[src/rtl/dmem_arbiter.sv]
// dmem_arbiter
//   Shares one single-port data memory between the pipeline MEM stage (CPU)
//   and an external loader/debug port (EXT). Each access holds the memory
//   bus stable for MEM_LAT cycles, then spends one response cycle in which
//   the owner is released (CPU: stall drops, EXT: ack pulses). At least one
//   idle cycle separates consecutive accesses.
//   The CPU wins simultaneous requests unless EXT has already lost
//   STARVE_MAX arbitrations in a row, in which case EXT is forced through.
//
// Ports
//   clk, rst                    clock, asynchronous active-high reset
//   cpu_req/we/addr/wdata       MEM stage request, held until cpu_stall drops
//   cpu_rdata, cpu_stall        registered load data, combinational stall
//   ext_req/we/addr/wdata       external request, held until ext_ack
//   ext_rdata, ext_ack          registered read data, one-cycle completion
//   mem_en/we/addr/wdata        registered memory command
//   mem_rdata                   memory read data, valid in last access cycle
module dmem_arbiter #(
  parameter int ADDR_W     = 32,
  parameter int DATA_W     = 32,
  parameter int MEM_LAT    = 2,
  parameter int STARVE_MAX = 8
) (
  input  logic              clk,
  input  logic              rst,
  input  logic              cpu_req,
  input  logic              cpu_we,
  input  logic [ADDR_W-1:0] cpu_addr,
  input  logic [DATA_W-1:0] cpu_wdata,
  output logic [DATA_W-1:0] cpu_rdata,
  output logic              cpu_stall,
  input  logic              ext_req,
  input  logic              ext_we,
  input  logic [ADDR_W-1:0] ext_addr,
  input  logic [DATA_W-1:0] ext_wdata,
  output logic [DATA_W-1:0] ext_rdata,
  output logic              ext_ack,
  output logic              mem_en,
  output logic              mem_we,
  output logic [ADDR_W-1:0] mem_addr,
  output logic [DATA_W-1:0] mem_wdata,
  input  logic [DATA_W-1:0] mem_rdata
);

  localparam logic [1:0] ST_IDLE    = 2'd0;
  localparam logic [1:0] ST_CPU_ACC = 2'd1;
  localparam logic [1:0] ST_EXT_ACC = 2'd2;
  localparam logic [1:0] ST_RESP    = 2'd3;

  localparam logic OWN_CPU = 1'b0;
  localparam logic OWN_EXT = 1'b1;

  // A one-cycle access still needs a 1-bit counter.
  localparam int CNT_W    = (MEM_LAT > 1) ? $clog2(MEM_LAT) : 1;
  localparam int STARVE_W = $clog2(STARVE_MAX + 1);

  localparam logic [CNT_W-1:0]    CNT_LAST   = CNT_W'(MEM_LAT - 1);
  localparam logic [STARVE_W-1:0] STARVE_TOP = STARVE_W'(STARVE_MAX);

  logic [1:0]          state_q,     state_d;
  logic [CNT_W-1:0]    cnt_q,       cnt_d;
  logic [STARVE_W-1:0] starve_q,    starve_d;
  logic                owner_q,     owner_d;
  logic                mem_en_q,    mem_en_d;
  logic                mem_we_q,    mem_we_d;
  logic [ADDR_W-1:0]   mem_addr_q,  mem_addr_d;
  logic [DATA_W-1:0]   mem_wdata_q, mem_wdata_d;
  logic [DATA_W-1:0]   cpu_rdata_q, cpu_rdata_d;
  logic [DATA_W-1:0]   ext_rdata_q, ext_rdata_d;
  logic                ext_ack_q,   ext_ack_d;

  always_comb begin
    // NOTE: every signal assigned here gets a default first, so no path can
    // leave one unassigned and infer a latch.
    state_d     = state_q;
    cnt_d       = cnt_q;
    starve_d    = starve_q;
    owner_d     = owner_q;
    mem_en_d    = mem_en_q;
    mem_we_d    = mem_we_q;
    mem_addr_d  = mem_addr_q;
    mem_wdata_d = mem_wdata_q;
    cpu_rdata_d = cpu_rdata_q;
    ext_rdata_d = ext_rdata_q;
    ext_ack_d   = 1'b0;

    case (state_q)
      ST_IDLE: begin
        if (ext_req && (!cpu_req || starve_q == STARVE_TOP)) begin
          state_d     = ST_EXT_ACC;
          owner_d     = OWN_EXT;
          starve_d    = '0;
          cnt_d       = '0;
          mem_en_d    = 1'b1;
          mem_we_d    = ext_we;
          mem_addr_d  = ext_addr;
          mem_wdata_d = ext_wdata;
        end else if (cpu_req) begin
          state_d     = ST_CPU_ACC;
          owner_d     = OWN_CPU;
          cnt_d       = '0;
          mem_en_d    = 1'b1;
          mem_we_d    = cpu_we;
          mem_addr_d  = cpu_addr;
          mem_wdata_d = cpu_wdata;
          // Only a win over a waiting EXT request counts towards starvation.
          if (!ext_req) begin
            starve_d = '0;
          end else if (starve_q != STARVE_TOP) begin
            starve_d = starve_q + STARVE_W'(1);
          end
        end else begin
          starve_d = '0;
        end
      end

      ST_CPU_ACC, ST_EXT_ACC: begin
        if (cnt_q == CNT_LAST) begin
          state_d  = ST_RESP;
          mem_en_d = 1'b0;
          mem_we_d = 1'b0;
          if (!mem_we_q) begin
            if (owner_q == OWN_EXT) ext_rdata_d = mem_rdata;
            else                    cpu_rdata_d = mem_rdata;
          end
          // Registered so the pulse lines up with the response cycle.
          ext_ack_d = (owner_q == OWN_EXT);
        end else begin
          cnt_d = cnt_q + CNT_W'(1);
        end
      end

      ST_RESP: state_d = ST_IDLE;

      default: state_d = ST_IDLE;
    endcase
  end

  // NOTE: state and outputs update with non-blocking assignments so every
  // flop samples the values from before this edge.
  // NOTE: the data registers are reset too, so the memory bus and read-data
  // outputs come out of reset at zero rather than unknown.
  always_ff @(posedge clk or posedge rst) begin
    if (rst) begin
      state_q     <= ST_IDLE;
      cnt_q       <= '0;
      starve_q    <= '0;
      owner_q     <= OWN_CPU;
      mem_en_q    <= 1'b0;
      mem_we_q    <= 1'b0;
      mem_addr_q  <= '0;
      mem_wdata_q <= '0;
      cpu_rdata_q <= '0;
      ext_rdata_q <= '0;
      ext_ack_q   <= 1'b0;
    end else begin
      state_q     <= state_d;
      cnt_q       <= cnt_d;
      starve_q    <= starve_d;
      owner_q     <= owner_d;
      mem_en_q    <= mem_en_d;
      mem_we_q    <= mem_we_d;
      mem_addr_q  <= mem_addr_d;
      mem_wdata_q <= mem_wdata_d;
      cpu_rdata_q <= cpu_rdata_d;
      ext_rdata_q <= ext_rdata_d;
      ext_ack_q   <= ext_ack_d;
    end
  end

  // The pipeline is released only in the CPU's own response cycle.
  assign cpu_stall = cpu_req && !(state_q == ST_RESP && owner_q == OWN_CPU);

  assign cpu_rdata = cpu_rdata_q;
  assign ext_rdata = ext_rdata_q;
  assign ext_ack   = ext_ack_q;
  assign mem_en    = mem_en_q;
  assign mem_we    = mem_we_q;
  assign mem_addr  = mem_addr_q;
  assign mem_wdata = mem_wdata_q;

endmodule

[config.mk]
export PLATFORM = sky130hd
export DESIGN_NAME = dmem_arbiter
export DESIGN_NICKNAME = d
export VERILOG_FILES = /design/src/rtl/dmem_arbiter.sv
export SDC_FILE = /design/constraint.sdc
export NUM_CORES = 1
export LEC_CHECK = 0
export BUFFER_PORTS_ARGS = -buffer_cell sky130_fd_sc_hd__buf_2
export CAP_MARGIN = 5
export CORE_MARGIN = 4
export CORE_UTILIZATION = 52
export CTS_CLUSTER_SIZE = 30
export DETAILED_ROUTE_END_ITERATION = 16
export PLACE_DENSITY = 0.93
export SLEW_MARGIN = 0
export SYNTH_ARGS = -nofsm -noshare
export SYNTH_HDL_FRONTEND = slang
export SYNTH_SLANG_ARGS = --single-unit
[constraint.sdc]
create_clock -name clk -period 8.2 [get_ports clk]
set_clock_uncertainty 0.15 [all_clocks]
set_input_delay 1.64 -clock clk [delete_from_list [all_inputs] [get_ports clk]]
set_output_delay 1.64 -clock clk [all_outputs]
set_load 0.01 [all_outputs]
==> flow_metrics.tcl <==
set metrics [dict create \
    fin_nets 1015 \
    final.period_utilization_pct 56.3 \
    std_cell_rows 41 \
    max_stage_delay_ns 0.61 \
    worstMarginPinSlew_ns 1.14 \
    pre_cts_ws_ns 3.64 \
    hpwl_mm 13.6 \
    grt_pass1_vias 5991 \
    grt_overflow 0 \
    crit_chain "buf_2 -> buf_4 -> inv_2 -> a21oi_1 -> buf_2" \
    clk_pin_slew_ns 0.06 \
    cp_max_fo 71 \
    final.min_clock_period_ns 4.61 \
    final_antenna_net_count 0 \
    slowest_stage "buf_4" \
    synth-edff-count 0 \
    drc 0 \
    r2r_start "starve_q[0]" \
    synthDominantCellAreaShare_pct 51.1 \
    min_to "mem_addr[14]" \
    numCtsBuffers 17 \
    peakVddDrop_v 0.000168 \
    synth_seq_cells 139 \
    avgSynthCellArea_um2 11.4 \
    die_x_um 122 \
    area_growth_pct 28.9 \
    fin_cells 1029 \
    wl_met2_mm 10.2 \
    ctsResizeCount 0 \
    hold_path.class "reg2reg" \
    grt_max_degree 79 \
    start_util_pct 53.5 \
    grt_util_all_layers_pct 25.8 \
    total_power_mw 3.62 \
    io_buffers 297 \
    p_per_area_nw_per_um2 413 \
    slew_violations 0 \
    seq_area_frac_synth_pct 51.1 \
    via_per_inst 6.04 \
    synth_cell_types 38 \
    stdcell_area_um2 8780 \
    r2r_setup_slack_ns 5.63 \
    crit_top_cell "buf_2" \
    cts_root_buf "clkbuf_16" \
    cp.required_ns 6.41 \
    start_kind "input pin" \
    grt_pass1_wl_mm 30.6 \
    wl_met1_mm 7.73 \
    maxUsedRoutingLayer "met5" \
    fmax_mhz 217 \
    design.core.area_um2 12700 \
    die_area_um2 15000 \
    finalSetupViolCount 0 \
    max_slew_margin_pct 23.9 \
    synth_cells 595 \
    hold_violations 0 \
    dieHeight_um 122 \
    insertion_delay_ns 0.41 \
    leakage_nw 4.31 \
    min_delay_path_depth 2 \
    worst_slack_ns 3.59 \
    place_area_um2 8200 \
    rr_endpoint "starve_q[2]" \
    crit_type "in2out" \
    cp.buffers_inverters 4 \
    worstSetupPathDepth 5 \
    initialDrtViolationCount 490 \
    synthFlopType "dfrtp_1" \
    cts_tree "yes" \
    wire_per_inst_um 19.7 \
    cts_sinks 139 \
    cp_top_family "buffers and inverters" \
    whs_ns 0.322 \
    ios 298 \
    htreeDepth 4 \
    maxCapViolations 0 \
    outcome "complete, no violations" \
    first_pass_iters 5 \
    layout-drive-gt1-share_pct 48.1 \
    post_cts_buffers 0 \
    hold_path.startpoint "mem_addr[14]" \
    end_kind "output pin" \
    num-fill-cells 911 \
    antenna_cells 0 \
    cts.path.max_buffers 2 \
    synth_top_area_cell "dfrtp_1" \
    routabilityCongestion 0.818 \
    grt_antenna_before_repair 1 \
    vias 6216 \
    rsz0062_at_grt "false" \
    syn_area_um2 6810 \
    wl_met3_mm 1.81 \
    fin_setup_tns_ns 0 \
    ff2ff_path_depth 6 \
    cp_data_arrival_time_ns 2.82 \
    netlist_top_cells_area "dfrtp_1 51%, o2111ai_1 17%, mux2_4 6.6%" \
    synth_fp_nets 766 \
    yosysWarnings 0 \
    synthArstFlopShare_pct 100 \
    dp_cells 997 \
    final_util_pct 69.0 \
    postCtsHoldBufs 0 \
    totalWireLength_mm 20.2 \
]
==> tightest hold or removal path, stage by stage (launching register included) <==
cell	delay, ns
dfrtp_1	0.33
nand2_1	0.05
nand3_1	0.05
==> cell usage after synthesis (all sizes together), types with 4 or more instances <==
cell type    n
dfrtp      139
inv          9
nand3       66
nor2b        4
a21oi        4
mux2        65
buf         35
nand2       67
nor2         4
ha           5
nor3         4
o2111ai    129
clkbuf      41
==> state kept, by name, indices dropped and copies added, names as in the netlist <==
signal	count
cpu_rdata	32
ext_rdata	32
mem_addr	32
mem_wdata	32
starve_q	4
state_q	2
cnt_q	1
ext_ack	1
mem_en	1
mem_we	1
owner_q	1
==> routing by layer <==
metal,up-vias,global-route usage [%]
met1,3016,31.2
met5,-,0
met2,350,44.8
met3,46,6.77
met4,2,9.03
li1,2802,-
==> kinds of logic after synthesis <==
group	after synthesis	share of synthesized area, %
buffers and inverters	85	6.41
AND/OR/NAND/NOR	154	10.7
multiplexers	67	12.7
flip-flops	139	51.1
AO/OA/AOI/OAI	145	18.2
adder cells (fa/ha/maj)	5	0.919
==> layout make-up <==
type                       instances  area (um2)  share of cell area [%]
sequential                       139        3480                    39.6
multi-input combinational        371        2920                    33.2
timing repair buffer             306        1550                    17.7
clock buffer                      18         429                    4.89
tap                              172         215                    2.45
clock inverter                    14         144                    1.64
inverter                           9        38.8                   0.442
==> power by group <==
group          internal, mW  switching, mW  total [mW]
combinational         0.731          0.913        1.64
sequential             1.03          0.202        1.23
clock                 0.448          0.296       0.744
total                  2.21           1.41        3.62
==> cell usage in the layout, fill, tap and decap left out, drive strengths merged <==
cell / n
a21o: 1
ha: 5
bufinv: 2
and3: 1
o211ai: 2
clkinv: 7
and3b: 1
nand2: 67
or2: 1
nand3: 66
nor2: 4
o31ai: 2
mux2: 65
a21oi: 4
o21ai: 1
clkbuf: 18
nor3: 4
nor3b: 1
dfrtp: 139
nor2b: 4
o22ai: 2
a22o: 2
mux2i: 2
o2111ai: 129
inv: 12
nand2b: 2
buf: 306
a22oi: 1
nand3b: 2
o2bb2ai: 1
or3b: 1
clkinvlp: 2
==> worst max-delay path by stage <==
| stage | endpoint | start |
|---|---|---|
| after global placement | cpu_stall | cpu_req |
| after floorplan | cnt_q | rst |
| after CTS | cpu_stall | cpu_req |
| final | cpu_stall | cpu_req |
| after global routing | cpu_stall | cpu_req |
| after detailed placement | cpu_stall | cpu_req |
No activity file was read; power rests on OpenSTA's default activity.
